$ cat config.mk
export PLATFORM = sky130hd
export DESIGN_NAME = jt49_env_gen_flat
export DESIGN_NICKNAME = d
export VERILOG_FILES = /design/src/rtl/jt49_env_gen_if.sv /design/src/rtl/jt49_env_gen.sv /design/src/flat_wrapper.sv
export SDC_FILE = /design/constraint.sdc
export NUM_CORES = 1
export LEC_CHECK = 0
export BUFFER_PORTS_ARGS = -buffer_cell sky130_fd_sc_hd__buf_2
export CAP_MARGIN = 15
export CORE_MARGIN = 4
export CORE_UTILIZATION = 45
export DETAILED_ROUTE_END_ITERATION = 10
export PLACE_DENSITY_LB_ADDON = 0.15
export SYNTH_ARGS = -nofsm -noshare
export SYNTH_HDL_FRONTEND = slang
export SYNTH_SLANG_ARGS = --single-unit
$ cat constraint.sdc
create_clock -name clk -period 4.55 [get_ports clk]
set_input_delay 0.6825 -clock clk [delete_from_list [all_inputs] [get_ports clk]]
set_output_delay 0.6825 -clock clk [all_outputs]
set_load 0.01 [all_outputs]
$ cat src/rtl/jt49_env_gen_if.sv
// Envelope generator control/level bundle: the register side drives the envelope controls,
// and the generator returns the level and the hold flag.
interface jt49_env_gen_if;
  logic        cen;
  logic [15:0] period;
  logic [3:0]  shape;
  logic        restart;
  logic [4:0]  env;
  logic        holding;

  modport master (
    output cen, period, shape, restart,
    input  env, holding
  );

  modport slave (
    input  cen, period, shape, restart,
    output env, holding
  );
endinterface

$ cat src/rtl/jt49_env_gen.sv
// JT49 envelope generator: period counter, step counter and RUN/HOLD machine producing a
// 5-bit level. Define JT49_ENV_16STEP_EN for AY-3-8910 style 16-step resolution.
module jt49_env_gen (
  input  logic            clk,
  input  logic            rst,
  jt49_env_gen_if.slave   bus
);

  typedef enum logic {StRun, StHold} state_e;

`ifdef JT49_ENV_16STEP_EN
  localparam logic [4:0] StepInc = 5'd2;
`else
  localparam logic [4:0] StepInc = 5'd1;
`endif

  state_e      state_q, state_d;
  logic [15:0] cnt_q, cnt_d;
  logic [4:0]  step_q, step_d;
  logic        inv_q, inv_d;
  logic [4:0]  env_q, env_d;
  logic        holding_q;

  logic [15:0] per;
  logic        tick;
  logic        end_cyc;
  logic [4:0]  lvl;

  always_comb begin
    // A zero period behaves like one; >= lets a lowered period tick immediately.
    per     = (bus.period == 16'd0) ? 16'd1 : bus.period;
    tick    = bus.cen && (state_q == StRun) && (({1'b0, cnt_q} + 17'd1) >= {1'b0, per});
`ifdef JT49_ENV_16STEP_EN
    end_cyc = (step_q[4:1] == 4'hf);
`else
    end_cyc = (step_q == 5'd31);
`endif

    state_d = state_q;
    cnt_d   = cnt_q;
    step_d  = step_q;
    inv_d   = inv_q;

    if (bus.restart) begin
      cnt_d   = 16'd0;
      step_d  = 5'd0;
      inv_d   = ~bus.shape[2];
      state_d = StRun;
    end else if (bus.cen && (state_q == StRun)) begin
      if (!tick) begin
        cnt_d = cnt_q + 16'd1;
      end else begin
        cnt_d = 16'd0;
        if (!end_cyc) begin
          step_d = step_q + StepInc;
        end else if (!bus.shape[3]) begin
          // Every non-continuous shape parks at level 0.
          state_d = StHold;
          inv_d   = 1'b1;
          step_d  = 5'd31;
        end else if (bus.shape[0]) begin
          state_d = StHold;
          step_d  = 5'd31;
          if (bus.shape[1]) inv_d = ~inv_q;
        end else begin
          step_d = 5'd0;
          if (bus.shape[1]) inv_d = ~inv_q;
        end
      end
    end

    lvl = inv_d ? ~step_d : step_d;
`ifdef JT49_ENV_16STEP_EN
    env_d = {lvl[4:1], lvl[4]};
`else
    env_d = lvl;
`endif
  end

  always_ff @(posedge clk) begin
    if (rst) begin
      state_q   <= StHold;
      cnt_q     <= 16'd0;
      step_q    <= 5'd0;
      inv_q     <= 1'b0;
      env_q     <= 5'd0;
      holding_q <= 1'b1;
    end else begin
      state_q   <= state_d;
      cnt_q     <= cnt_d;
      step_q    <= step_d;
      inv_q     <= inv_d;
      env_q     <= env_d;
      holding_q <= (state_d == StHold);
    end
  end

  assign bus.env     = env_q;
  assign bus.holding = holding_q;

endmodule

$ cat src/flat_wrapper.sv
// flat-port wrapper written by rule: the top's interface ports become plain ports
module jt49_env_gen_flat 
  (clk, rst, bus_cen, bus_period, bus_shape, bus_restart, bus_env, bus_holding);
  jt49_env_gen_if bus_i ();
  input  logic clk;
  input  logic rst;
  input wire logic [$bits(bus_i.cen)-1:0] bus_cen;
  input wire logic [$bits(bus_i.period)-1:0] bus_period;
  input wire logic [$bits(bus_i.shape)-1:0] bus_shape;
  input wire logic [$bits(bus_i.restart)-1:0] bus_restart;
  output wire logic [$bits(bus_i.env)-1:0] bus_env;
  output wire logic [$bits(bus_i.holding)-1:0] bus_holding;
  assign bus_i.cen = bus_cen;
  assign bus_i.period = bus_period;
  assign bus_i.shape = bus_shape;
  assign bus_i.restart = bus_restart;
  assign bus_env = bus_i.env;
  assign bus_holding = bus_i.holding;
  jt49_env_gen u_core (.clk(clk), .rst(rst), .bus(bus_i));
endmodule
; ---- Yosys cells after proc, flatten, opt, wreduce, memory -nomap -nowiden
; Cells that the tools add are included.
[op_classes]
add_sub_neg = 3
multipliers = 0
n_div = 0
n_lt_le_gt_ge = 1
eq_ne = 2
n_shift = 0
mux = 21
n_bitwise = 4
n_reduce_logical = 8
[ops]
columns = operator, n
row1 = $mux W5, 7
row2 = $mux W16, 2
row3 = $add A16 B1 Y17 const B, 1
row4 = $ge A17 B16 Y1, 1
row5 = $add A16 B1 Y16 const B, 1
row6 = $logic_not A16 Y1, 1
row7 = $mux W1, 12
row8 = $reduce_bool A2 Y1, 3
row9 = $add A5 B1 Y5 const B, 1
row10 = $eq A5 B5 Y1 const B, 1
row11 = $not A5 Y5, 1
row12 = $reduce_and A4 Y1, 1
row13 = $ne A3 B2 Y1 const B, 1
row14 = $not A1 Y1, 3
row15 = $logic_and A1 B1 Y1, 2
row16 = $reduce_or A2 Y1, 1
[totals]
register_bits = 28
latchBits = 0
mem_bits_rw = 0
rom_bits = 0
output_inout_bits = 6
n_memories = 0

; ---- Logic depth before layout (Yosys ltp)
; Gate-level depths: netlist of run 1.
[depth]
depth_word = 9
ltp_mapped = 16

; ---- Least setup slack after synthesis of run 1
; OpenSTA, ideal clock, no wires.
[synth_path]
path_type = reg2reg
start = reg u_core.cnt_q[0]
end = reg u_core.env_q[0] (netlist: u_core.bus.env[0])
arrival_ps = 3134
t_required_ps = 4471
slack_ps = 1337
path_stages_with_launch = 16
path_buffers = 0
path_cell_list = dfxtp_1 -> ha_1 -> nand3_2 -> nor2_4 -> nand2_1 -> nor3_1 -> xor2_1 -> ha_1 -> a21o_1 -> a21o_1 -> a31oi_1 -> nand3_1 -> o21ai_2 -> o2111ai_4 -> and2_1 -> a211oi_2
[synth_between]
elab_chain_cells = 8
[synth_lines]
columns = element, line
row1 = start: declaration, jt49_env_gen.sv:18  ; logic [15:0] cnt_q, cnt_d;
row2 = start signal: assignment, jt49_env_gen.sv:90  ; cnt_q <= cnt_d;
row3 = $add A16 B1 Y17 *, jt49_env_gen.sv:32  ; tick = bus.cen && (state_q == StRun) && (({1'b0, cnt_q} + 17'd1) >= {1'b0, per});
row4 = $ge A17 B16 Y1 *, jt49_env_gen.sv:32
row5 = $logic_and A1 B1 Y1 *, jt49_env_gen.sv:32
row6 = $mux W5, jt49_env_gen.sv:50  ; if (!tick) begin
row7 = $mux W5, jt49_env_gen.sv:49  ; end else if (bus.cen && (state_q == StRun)) begin
row8 = $mux W5, jt49_env_gen.sv:44  ; if (bus.restart) begin
row9 = $not A5 Y5, jt49_env_gen.sv:72  ; lvl = inv_d ? ~step_d : step_d;
row10 = $mux W5 *, jt49_env_gen.sv:72
row11 = end signal: assignment, jt49_env_gen.sv:93  ; env_q <= env_d;
row12 = end: declaration, jt49_env_gen.sv:21  ; logic [4:0] env_q, env_d;
; Every way passes the cells marked *; elsewhere a longest branch is shown, timed or not.
; A chain may end at the register's enable or synchronous reset.

; ---- Worst setup path after layout of run 1
; Same ends and word-level chain as after synthesis.

==> Implementation_results.wiki, run 1 <==
{| class="wikitable"
! Metric !! Value
|-
| Number of global-route vias before repair || 1756
|-
| Synth Area in Compound Gates || 0.161
|-
| GR Util All Layers || 0.155
|-
| Yosys warns || 0
|-
| Total of cells resized after clock tree synthesis || 0
|-
| Fraction of layout cells with a size suffix above 1 || 0.184
|-
| Setup TNS || 0 ns
|-
| Drt initial violations || 84
|-
| Dominant combinational cell family by area after synthesis || simple AND/OR/NAND/NOR gates
|-
| Met3 routed WL || 216 um
|-
| Fin Hold WS || 0.495 ns
|-
| Relative contribution of sequential cells to total power || 0.547
|-
| ANT cells || 0
|-
| Sequential area share after synthesis || 0.270
|-
| Top routing layer in use || met4
|-
| Standard-cell row count || 24
|-
| Worst Tran Pin Value || 0.963 ns
|-
| Buf/Inv on CP || 0
|-
| Post-route DRC || 0
|-
| Maximum achievable frequency || 0.276 GHz
|-
| RSZ-0062 raised after global routing || no
|-
| Leading area contributor after synthesis || dfxtp_1
|-
| Width of the chip || 75.9 um
|-
| Combinational share of power || 0.114
|-
| Global-route congestion overflow total || 0
|-
| Post-synthesis share of cell area spent on and, or, nand and nor gates || 0.272
|-
| Routed length on met1 || 2060 um
|-
| Average cell area after synthesis || 8.01 um2
|-
| Antenna violations before repair || 0
|-
| Synth Net Count || 302
|-
| CP max stage cell || dfxtp_1
|-
| Critical path's top delay family || simple AND/OR/NAND/NOR gates
|-
| Number of failing hold endpoints at the final stage || 0
|-
| Worst slack at placement || 0.940 ns
|-
| Switch share || 0.240
|-
| # nets final || 326
|-
| Largest fanout on the critical path || 10
|-
| I/O pin cnt || 30
|-
| Crit path cell chain || ha_1, nand3_2, nor2_4, nand2_1, nor3_1, xor2_1, ha_1, a21o_1, a21o_1, a31oi_1, nand3_1, o21ai_2, o2111ai_4, and2_1, a211oi_2
|-
| Total wirelength of the detailed-routed design || 4330 um
|-
| Clock Root Buffer || clkbuf_8
|-
| Slew margin rel. || 0.357
|-
| Wire length of the first global-routing pass || 7620 um
|-
| Area of the multi-input gates || 0.00139 mm2
|-
| Net switching power || 0.000110 W
|-
| Run status || complete, no violations
|-
| Maximum root-to-sink buffer count || 2
|-
| Worst Setup Start Kind || flop
|-
| Via count normalized by instance count || 5.28
|-
| Maximum number of pins on one net before global-route repair || 16
|-
| Routability congestion estimate || 0.857
|-
| Post-route clock period utilization || 0.797
|-
| Clock tree from TritonCTS || built
|-
| Effective utilization at floorplan || 0.470
|-
| Average detailed-routed wire length per instance || 13.0 um
|-
| Data arrival at the endpoint of the critical path || 3.83 ns
|-
| Met2 routed wirelength || 2000 um
|-
| Delay of the slowest cell on the worst path || 0.41 ns
|-
| Critical path start-end classification || flop to flop
|-
| Setup Fix Bufs, Post-CTS || 0
|-
| Post-synth top area share || 0.270
|-
| PortBufs || 29
|-
| Worst-case clock skew || 0.00263 ns
|-
| Endpoints failing setup || 0
|-
| Core area || 0.00441 mm2
|-
| Multiplexer fraction of the synthesized cell area || 0.00964
|-
| Crit end category || flop
|-
| Number of inserted filler cells in the final layout || 440
|-
| Area of the mapped netlist || 0.00208 mm2
|-
| Total clock buffers created by CTS || 3
|-
| Total vias in the final route || 1765
|-
| Synthesized flop and latch total || 28
|-
| Post-layout min period || 3.62 ns
|-
| Clock latency at the later pin of the worst-skew pair || 0.27 ns
|-
| Parity-gate share of the synthesized area counting xor and xnor cells || 0.110
|-
| DIE AREA || 0.00576 mm2
|-
| Count of maximum capacitance violations || 0
|-
| Hpwl dp || 3530 um
|-
| Adder-cell share of the synthesized area || 0.115
|-
| Areal power density over the cells || 201 mW/mm2
|-
| Synth-to-Final Area Change || 10.1%
|-
| Synth unique cells || 56
|-
| Antenna viol nets, final || 0
|-
| Number of clock sinks || 28
|-
| Post-synthesis instance total || 259
|-
| Final slew viol count || 0
|-
| Worst Setup Slack, final || 0.926 ns
|-
| Sequential cell area || 561 um2
|-
| Number of hold-repair buffers added at the cts stage || 0
|-
| Top post-synthesis cells by area || dfxtp_1, ha_1, nor2_1
|-
| Die height || 75.9 um
|-
| Pleak || 0.997 nW
|-
| Max rail drop VDD || 0.000128 V
|-
| Min-delay worst type || flop to flop
|-
| Iteration count of the initial detailed-routing pass || 4
|-
| CTS clk-pin slew, worst paths || 0.10 ns
|-
| Data required time of the worst path || 4.75 ns
|-
| Portion of total power attributed to the clock network || 0.339
|-
| Internal portion of total power || 0.000349 W
|-
| CTS H-Tree Depth || 1
|}
[power groups by stage]
| stage | clock, W | combinational [W] | sequential, W |
|---|---|---|---|
| global route | 0.000173 | 0.0000596 | 0.000251 |
| floorplan | 0 | 0.0000312 | 0.000258 |
| global placement | 0 | 0.0000528 | 0.000256 |
| detailed placement | 0 | 0.0000532 | 0.000257 |
| CTS | 0.000160 | 0.0000534 | 0.000251 |
| finish | 0.000155 | 0.0000522 | 0.000251 |
[layout by cell type (no fill, tap or decap), drive strengths merged, types with 4 or more instances in the layout]
cell	synthesis	routed
a21oi	12	12
buf	6	29
clkbuf	4	4
dfxtp	28	28
ha	19	19
inv	20	20
nand2	22	22
nand2b	5	5
nand3	12	12
nand4	7	7
nor2	39	39
nor3	9	9
o21ai	9	9
xnor2	12	12
xor2	14	14
[stage by stage]
stage	utilization	power [W]	instance area, um2	instances
2_1_floorplan	-	0.000289	2080	259
3_3_place_gp	0.505	0.000309	2230	330
3_5_place_dp	0.505	0.000310	2230	330
4_1_cts	0.518	0.000465	2290	334
5_1_grt	0.518	0.000484	2290	334
6_report	0.518	0.000458	2290	334
[worst reg2reg max path: cells and delay by family (launching register included)]
| family | cells | cell delay (ns) |
|---|---|---|
| simple gates | 6 | 1.30 |
| compound gates | 6 | 1.14 |
| fa+ha+maj | 2 | 0.51 |
| flops | 1 | 0.41 |
| xor+xnor | 1 | 0.19 |
[kinds of logic after synthesis]
logic type	Yosys count
AND/OR/NAND/NOR	111
AO/OA/AOI/OAI	43
XOR/XNOR	26
buffers and inverters	30
adder cells (fa/ha/maj)	19
multiplexers	2
flip-flops	28
[registers in the layout, indices dropped and copies added, names as in the netlist]
signal	count
u_core.state_q	1
u_core.inv_q	1
u_core.cnt_q	16
u_core.step_q	5
u_core.bus.env	5
[layer usage]
| layer | vias to the layer above | track usage |
|---|---|---|
| met1 | 784 | 0.194 |
| met3 | 7 | 0.0332 |
| met2 | 40 | 0.265 |
| li1 | 934 | - |
| met4 | 0 | 0.0409 |
| met5 | - | 0 |
[cell type report]
type	instances	area share
inverter	20	0.0328
timing repair buffer	29	0.0635
sequential	28	0.245
multi-input combinational	201	0.606
tap	52	0.0285
clock buffer	4	0.0241
[final timing paths]
| kind | from | to | slack [ns] | cells after the start |
|---|---|---|---|---|
| hold reg to reg | u_core.cnt_q[1] | u_core.cnt_q[1] | 0.49 | 2 |
| hold / removal | u_core.cnt_q[1] | u_core.cnt_q[1] | 0.49 | 2 |
| setup / recovery | u_core.cnt_q[0] | u_core.bus.env[0] | 0.93 | 15 |
| setup reg to reg | u_core.cnt_q[0] | u_core.bus.env[0] | 0.93 | 15 |
[synthesized netlist by cell type (all sizes together)]
cell / count
nand2b: 5
o21bai: 1
nand3: 12
inv: 20
a211o: 1
o2bb2ai: 1
a2111oi: 1
o2111ai: 1
o21ai: 9
a21o: 3
nand3b: 1
nor2b: 1
o211ai: 1
clkbuf: 4
dfxtp: 28
a21oi: 12
buf: 6
nand4: 7
and2: 3
or2b: 1
o221ai: 1
o21a: 2
a41o: 1
nor2: 39
a31oi: 2
nand2: 22
or3b: 1
a211oi: 2
nor4: 3
and3: 3
o211a: 3
ha: 19
mux2i: 2
xor2: 14
a22oi: 1
nor3: 9
xnor2: 12
or3: 1
or2: 3
a31o: 1
Power figures use the tool's default switching activity.
==> inputs of run 2 (changes only) <==
==> constraint.sdc (replaced) <==
create_clock -name clk -period 3.3 [get_ports clk]
set_input_delay 0.495 -clock clk [delete_from_list [all_inputs] [get_ports clk]]
set_output_delay 0.495 -clock clk [all_outputs]
set_load 0.01 [all_outputs]
==> run 2 against run 1 <==
  * Sequential power rose by 37%
  * Clock-buffer cell count fell by 1
  * Clock skew rose by 0.0066 ns
  * Largest power group unchanged
  * Highest routed layer unchanged
  * Core utilization rose by 5.9 points
  * Cell count rose by 4.2%
  * Sequential share of layout area fell by 2.1 points
  * Die area did not move
==> Implementation_results.wiki, run 2 (same netlist as run 1, synthesis figures left out) <==
{| class="wikitable"
! Metric !! Value
|-
| Origin of the worst setup path || u_core.cnt_q[0]
|-
| CP max stage cell || dfxtp_4
|-
| Wire length of the first global-routing pass || 7670 um (+0.63%)
|-
| Drt initial violations || 70 (-17%)
|-
| Antenna violations before repair || 0 (unchanged)
|-
| Largest reg by FF count || u_core.cnt_q
|-
| Die height || 75.9 um (unchanged)
|-
| Largest fanout on the critical path || 7 (-3)
|-
| Post-route clock period utilization || 0.961 (+0.164)
|-
| Critical path start-end classification || flop to flop
|-
| Post-route DRC || 0 (unchanged)
|-
| Pleak || 1.13 nW (+14%)
|-
| Slack of the worst reg-to-reg path || 0.13 ns (-0.80 ns)
|-
| Endpoints failing setup || 0 (unchanged)
|-
| CTS H-Tree Depth || 1 (unchanged)
|-
| Post-route total power || 0.000697 W (+52%)
|-
| Global-route congestion overflow total || 0 (unchanged)
|-
| Antenna viol nets, final || 0 (unchanged)
|-
| Worst Hold Path Cells || 2 (unchanged)
|-
| Average detailed-routed wire length per instance || 13.2 um (+1.4%)
|-
| GR Util All Layers || 0.155 (about the same)
|-
| Data required time of the worst path || 3.48 ns (-1.27 ns)
|-
| Reg2Reg Launch Point || u_core.cnt_q[0]
|-
| Number of failing hold endpoints at the final stage || 0 (unchanged)
|-
| Max rail drop VDD || 0.000224 V (+75%)
|-
| Instance area at placement || 0.00233 mm2 (+4.3%)
|-
| Clock latency at the later pin of the worst-skew pair || 0.28 ns (about the same)
|-
| Clock tree from TritonCTS || built
|-
| R2r endpoint || u_core.bus.env[1]
|-
| Worst Setup Start Kind || flop
|-
| CP dominant cell by count || nor2_2
|-
| Largest register FFs || 16 (unchanged)
|-
| Via count normalized by instance count || 5.24 (-0.76%)
|-
| Crit end category || flop
|-
| Worst-case clock skew || 0.00927 ns (+0.00664 ns)
|-
| Worst Hold Endpoint || u_core.cnt_q[1]
|-
| Number of cells traversed by the worst register-to-register path || 16 (+1)
|-
| Post-route standard cell area excluding fillers || 0.00254 mm2 (+11%)
|-
| # nets final || 340 (+4.3%)
|-
| PortBufs || 29 (unchanged)
|-
| Maximum achievable frequency || 0.315 GHz (+14%)
|-
| Areal power density over the cells || 274 mW/mm2 (+37%)
|-
| Fraction of layout cells with a size suffix above 1 || 0.291 (+0.106)
|-
| Run status || complete, no violations
|-
| Total wirelength of the detailed-routed design || 4580 um (+5.7%)
|-
| Routability congestion estimate || 0.966 (+13%)
|-
| Final slew viol count || 0 (unchanged)
|-
| Iteration count of the initial detailed-routing pass || 4 (unchanged)
|-
| Number of global-route vias before repair || 1693 (-3.6%)
|-
| Worst min-delay path startpoint || u_core.cnt_q[1]
|-
| Maximum root-to-sink buffer count || 2 (unchanged)
|-
| Worst Tran Pin Value || 0.478 ns (-0.485 ns)
|-
| Total vias in the final route || 1825 (+3.4%)
|-
| Delay of the slowest cell on the worst path || 0.39 ns (-0.02 ns)
|-
| Standard-cell row count || 24 (unchanged)
|-
| Core area || 0.00441 mm2 (unchanged)
|-
| Width of the chip || 75.9 um (unchanged)
|-
| Min-delay worst type || flop to flop
|-
| Count of maximum capacitance violations || 0 (unchanged)
|-
| Number of clock sinks || 28 (unchanged)
|-
| Total clock buffers created by CTS || 3 (unchanged)
|-
| Post-layout min period || 3.17 ns (-0.454 ns)
|-
| Most frequent cells in the layout || nor2_1, buf_2, dfxtp_1
|-
| Maximum number of pins on one net before global-route repair || 17 (+1)
|-
| DIE AREA || 0.00576 mm2 (unchanged)
|-
| Most common library cell in the layout ignoring fill and taps || nor2_1
|-
| Clock Root Buffer || clkbuf_8
|-
| Crit path cell chain || ha_4, nand3_4, nor2_4, nand2_2, buf_4, nor2_2, xor2_1, ha_1, nand4_1, nor2_2, a31oi_2, and3_4, a21oi_4, mux2i_2, o211a_1, nor3_2
|-
| Synth-to-Final Area Change || 22.6%
|-
| CTS clk-pin slew, worst paths || 0.10 ns (about the same)
|-
| Hpwl dp || 3570 um (+1.2%)
|-
| Effective utilization at floorplan || 0.470 (unchanged)
|-
| Number of inserted filler cells in the final layout || 443 (+0.68%)
|-
| I/O pin cnt || 30 (unchanged)
|-
| Slew margin rel. || 0.681 (+0.325)
|-
| ANT cells || 0 (unchanged)
|-
| Data arrival at the endpoint of the critical path || 3.35 ns (-0.48 ns)
|}
[run 2: critical path, delay by kind of cell, from the launching register on]
family / cells / cell delay (ns)
xor gates and xnor gates: 1 / 0.07
DFF: 1 / 0.39
adders and majority gates: 2 / 0.48
muxes: 1 / 0.31
AOI/OAI and AO/OA: 3 / 0.61
buffers and inverters: 1 / 0.17
and+or+nand+nor: 8 / 1.03
[run 2: worst max-delay path by stage]
stage	slack (ns)	end	cells past startpoint
after floorplan	0.09	u_core.bus.env[0]	15
after global placement	0.07	u_core.bus.env[0]	15
after detailed placement	-0.03	u_core.bus.env[0]	15
after CTS	0.008	u_core.bus.env[0]	15
after global routing	-0.04	u_core.bus.env[1]	16
final	0.13	u_core.bus.env[1]	16
[run 2: routing by layer]
layer,up-vias,track usage,routed length [um]
met2,44,0.247,2130
li1,963,-,-
met3,8,0.0273,234
met5,-,0,0
met4,0,0.0409,62
met1,810,0.213,2150
[run 2: through the flow]
| stage | worst slack, ns | hold slack [ns] | instances | setup TNS [ns] | utilization |
|---|---|---|---|---|---|
| 3_5_place_dp | -0.0265 | 0.480 | 341 | -0.0265 | 0.527 |
| 5_1_grt | -0.0416 | 0.517 | 348 | -0.0651 | 0.577 |
| 4_1_cts | 0.00781 | 0.498 | 346 | 0 | 0.552 |
| 2_1_floorplan | 0.0871 | 0.453 | 259 | 0 | - |
| 3_3_place_gp | 0.0690 | 0.473 | 341 | 0 | 0.527 |
| 6_report | 0.130 | 0.498 | 348 | 0 | 0.577 |
[run 2: power breakdown]
group | total [W] | switching (W) | internal (W)
logic | 0.0000800 | 0.0000441 | 0.0000359
registers | 0.000345 | 0.00000296 | 0.000342
clock network | 0.000273 | 0.000110 | 0.000163
[run 2: final cells by class]
cell class / count / area, um2 / share of cell area
clock buffer: 3 / 41.3 / 0.0162
sequential: 28 / 571 / 0.224
multi-input combinational: 201 / 1500 / 0.589
inverter: 20 / 75.1 / 0.0295
clock inverter: 1 / 30.0 / 0.0118
tap: 52 / 65.1 / 0.0256
timing repair buffer: 43 / 263 / 0.103
[run 2: what timing repair did]
action / CTS / global route
setup buffers: 1 / 2
endpoints found under the setup margin: 4 / 22
hold endpoints to repair: 0 / 0
resized for setup: 7 / 23
hold buffers: 0 / 0
pin swaps: 2 / 8
==> inputs of run 3 (changes only) <==
--- a/config.mk
+++ b/config.mk
@@ -5,6 +5,7 @@
 export SDC_FILE = /design/constraint.sdc
 export NUM_CORES = 1
 export LEC_CHECK = 0
+export ABC_AREA = 1
 export BUFFER_PORTS_ARGS = -buffer_cell sky130_fd_sc_hd__buf_2
 export CAP_MARGIN = 15
 export CORE_MARGIN = 4
==> run 3 against run 2 <==
  * Via count is 8.4% higher
  * Highest routed layer unchanged
  * Hold slack worse by 0.047 ns
  * Cell area is 2.0% lower
  * Synthesized area rose by 0.24%
  * Clock power barely moved
  * Maximum frequency up 3.8%
  * Critical path depth up 3
  * Core utilization shrank 1.2 points
  * Clock skew down 0.0048 ns
  * Cell count is 14% higher
  * Global-route usage about the same
  * Sequential power about the same
==> Implementation_results.wiki, run 3 <==
{| class="wikitable"
! Metric !! Value
|-
| Slew margin rel. || 0.737 (+0.0555)
|-
| Number of inserted filler cells in the final layout || 419 (-5.4%)
|-
| Min-delay worst type || primary input to flop
|-
| Largest reg by FF count || u_core.cnt_q
|-
| I/O pin cnt || 30 (unchanged)
|-
| Met2 global-route usage || 0.268 (+0.0205)
|-
| Antenna viol nets, final || 0 (unchanged)
|-
| CTS H-Tree Depth || 1 (unchanged)
|-
| Maximum number of pins on one net before global-route repair || 18 (+1)
|-
| Largest register FFs || 16 (unchanged)
|-
| Max rail drop VDD || 0.000249 V (+11%)
|-
| Most frequent cells in the layout || nand2_1, inv_1, nor2_1
|-
| Synth Net Count || 349 (+16%)
|-
| Final cell utilization of the core || 0.565 (-0.0116)
|-
| Synth unique cells || 33 (-41%)
|-
| Pleak || 1.23 nW (+9.0%)
|-
| Effective utilization at floorplan || 0.471 (+0.00113)
|-
| Delay of the slowest cell on the worst path || 0.39 ns (about the same)
|-
| GR Util All Layers || 0.155 (about the same)
|-
| Run status || complete, no violations
|-
| Dominant combinational cell family by area after synthesis || simple AND/OR/NAND/NOR gates
|-
| Post-synthesis share of cell area spent on and, or, nand and nor gates || 0.331 (+0.0583)
|-
| Total vias in the final route || 1978 (+8.4%)
|-
| Synth Area in Compound Gates || 0.120 (-0.0407)
|-
| DIE AREA || 0.00578 mm2 (+0.22%)
|-
| Post-layout min period || 3.05 ns (-0.116 ns)
|-
| Post-route DRC || 0 (unchanged)
|-
| Number of global-route vias before repair || 1794 (+6.0%)
|-
| Antenna violations before repair || 0 (unchanged)
|-
| Parity-gate share of the synthesized area counting xor and xnor cells || 0.0583 (-0.0514)
|-
| Areal power density over the cells || 279 mW/mm2 (+1.9%)
|-
| Width of the chip || 76 um (+0.11%)
|-
| Crit end category || flop
|-
| Largest fanout on the critical path || 14 (+7)
|-
| Post-synthesis instance total || 306 (+18%)
|-
| Number of flops mapped to enable cells by yosys || 0 (unchanged)
|-
| # nets final || 389 (+14%)
|-
| Synth async-reset ratio || 0 (unchanged)
|-
| Crit path cell chain || ha_4, nand2_2, nor2_4, nand2_4, nor2_4, nand4_1, nor2_2, xor2_2, ha_1, nand2_1, nand2_1, a21oi_2, o21ai_1, nor2_1, nand3_2, nand2_8, buf_12, nand2_4, a211oi_2
|-
| Data required time of the worst path || 3.51 ns (+0.03 ns)
|-
| Synth-to-Final Area Change || 19.8%
|-
| Average detailed-routed wire length per instance || 11.6 um (-12%)
|-
| Most frequently used flop master after synthesis || dfxtp_1
|-
| Clock tree from TritonCTS || built
|-
| Yosys warns || 0 (unchanged)
|-
| Number of failing hold endpoints at the final stage || 0 (unchanged)
|-
| Global-route congestion overflow total || 0 (unchanged)
|-
| RSZ-0062 raised after global routing || yes
|-
| Clock latency at the later pin of the worst-skew pair || 0.28 ns (about the same)
|-
| Worst Tran Pin Value || 0.391 ns (-0.0868 ns)
|-
| Final slew viol count || 0 (unchanged)
|-
| Buf/Inv on CP || 1 (unchanged)
|-
| Core area || 0.00441 mm2 (unchanged)
|-
| Post-synth top area share || 0.269 (-0.000650)
|-
| Top post-synthesis cells by area || dfxtp_1, nand2_1, ha_1
|-
| CP max stage cell || dfxtp_4
|-
| Fin Hold WS || 0.451 ns (-0.0467 ns)
|-
| Sequential cell area || 567 um2 (-0.66%)
|-
| PortBufs || 29 (unchanged)
|-
| Worst Setup Start Kind || flop
|-
| Met3 global-route usage || 0.0248 (-0.00243)
|-
| Maximum achievable frequency || 0.327 GHz (+3.8%)
|-
| Most frequent cell after synthesis || nand2_1
|-
| Standard-cell row count || 24 (unchanged)
|-
| Iteration count of the initial detailed-routing pass || 4 (unchanged)
|-
| Wire length of the first global-routing pass || 7660 um (about the same)
|-
| Commonest cells in the synthesized netlist || nand2_1, inv_1, nor2_1
|-
| Synthesized flop and latch total || 28 (unchanged)
|-
| Most common library cell in the layout ignoring fill and taps || nand2_1
|-
| Data arrival at the endpoint of the critical path || 3.26 ns (-0.09 ns)
|-
| Most crowded layer after global routing || met2
|-
| Sequential area share after synthesis || 0.269 (-0.000650)
|-
| Number of hold-repair buffers added at the cts stage || 0 (unchanged)
|-
| CTS clk-pin slew, worst paths || 0.10 ns (about the same)
|-
| Leading area contributor after synthesis || dfxtp_1
|-
| Average cell area after synthesis || 6.80 um2 (-15%)
|-
| ANT cells || 0 (unchanged)
|-
| Number of clock sinks || 28 (unchanged)
|-
| Clock Root Buffer || clkbuf_8
|-
| Routability congestion estimate || 0.876 (-9.3%)
|-
| Die height || 76 um (+0.11%)
|-
| Fraction of met1 tracks used by global routing || 0.194 (-0.0189)
|-
| Worst-case clock skew || 0.00444 ns (-0.00483 ns)
|-
| Area of the multi-input gates || 0.00138 mm2 (-7.9%)
|-
| Post-route clock period utilization || 0.926 (-0.0351)
|-
| Critical path's top delay family || simple AND/OR/NAND/NOR gates
|-
| Area of the mapped netlist || 0.00208 mm2 (+0.24%)
|-
| Count of maximum capacitance violations || 0 (unchanged)
|-
| Fraction of layout cells with a size suffix above 1 || 0.246 (-0.0442)
|-
| Endpoints failing setup || 0 (unchanged)
|-
| Multiplexer fraction of the synthesized cell area || 0 (-0.00964)
|-
| Total wirelength of the detailed-routed design || 4600 um (+0.35%)
|-
| Hpwl dp || 3620 um (+1.2%)
|-
| Total clock buffers created by CTS || 3 (unchanged)
|-
| Maximum root-to-sink buffer count || 2 (unchanged)
|-
| Adder-cell share of the synthesized area || 0.114 (-0.000275)
|-
| Critical path start-end classification || flop to flop
|-
| Via count normalized by instance count || 4.98 (-5.0%)
|-
| Drt initial violations || 79 (+13%)
|}
-- run 3: worst paths after layout --
| kind | from | end | slack [ns] | cells after the start |
|---|---|---|---|---|
| max | u_core.cnt_q[0] | u_core.cnt_q[13] | 0.25 | 19 |
| min | rst | u_core.step_q[1] | 0.45 | 2 |
| max reg2reg | u_core.cnt_q[0] | u_core.cnt_q[13] | 0.25 | 19 |
| min reg2reg | u_core.cnt_q[3] | u_core.cnt_q[3] | 0.47 | 2 |
-- run 3: kinds of logic after synthesis --
group           count (synthesis)
flops                          28
compound gates                 38
xor+xnor                       13
fa+ha+maj                      19
simple gates                  155
buf+inv                        53
-- run 3: power by group --
part	leakage [nW]	internal (W)	switching (W)
Clock	0.0357	0.000162	0.000108
Combinational	0.970	0.0000315	0.0000481
Sequential	0.229	0.000343	0.00000277
-- run 3: final cells by class --
cell class                      count  area share
Clock buffer                        3      0.0166
Clock inverter                      1      0.0120
Inverter                           49      0.0738
Multi-Input combinational cell    226       0.554
Sequential cell                    28       0.227
Tap cell                           52      0.0261
Timing Repair Buffer               38      0.0903
-- run 3: timing repair --
item                       4_1_cts  5_1_grt
resized for setup                1       21
cloned                           0        1
pin swaps                        0        8
setup endpoints to repair        4       28
setup buffers                    0        7
-- run 3: per-layer routing --
layer	routed length, um	part of all wire
met5	0	0
met4	43	0.0094
met3	173	0.038
met2	2270	0.49
met1	2110	0.46
-- run 3: through the flow --
| stage | instances | TNS [ns] | power, W | instance area (um2) | setup WS [ns] |
|---|---|---|---|---|---|
| 2_1_floorplan | 306 | 0 | 0.000399 | 2080 | 0.548 |
| 4_1_cts | 389 | 0 | 0.000703 | 2350 | 0.000190 |
| 3_5_place_dp | 385 | 0 | 0.000431 | 2270 | 0.0135 |
| 3_3_place_gp | 385 | 0 | 0.000430 | 2270 | 0.0562 |
| 5_1_grt | 397 | -0.320 | 0.000731 | 2490 | -0.0799 |
| 6_report | 397 | 0 | 0.000696 | 2490 | 0.246 |
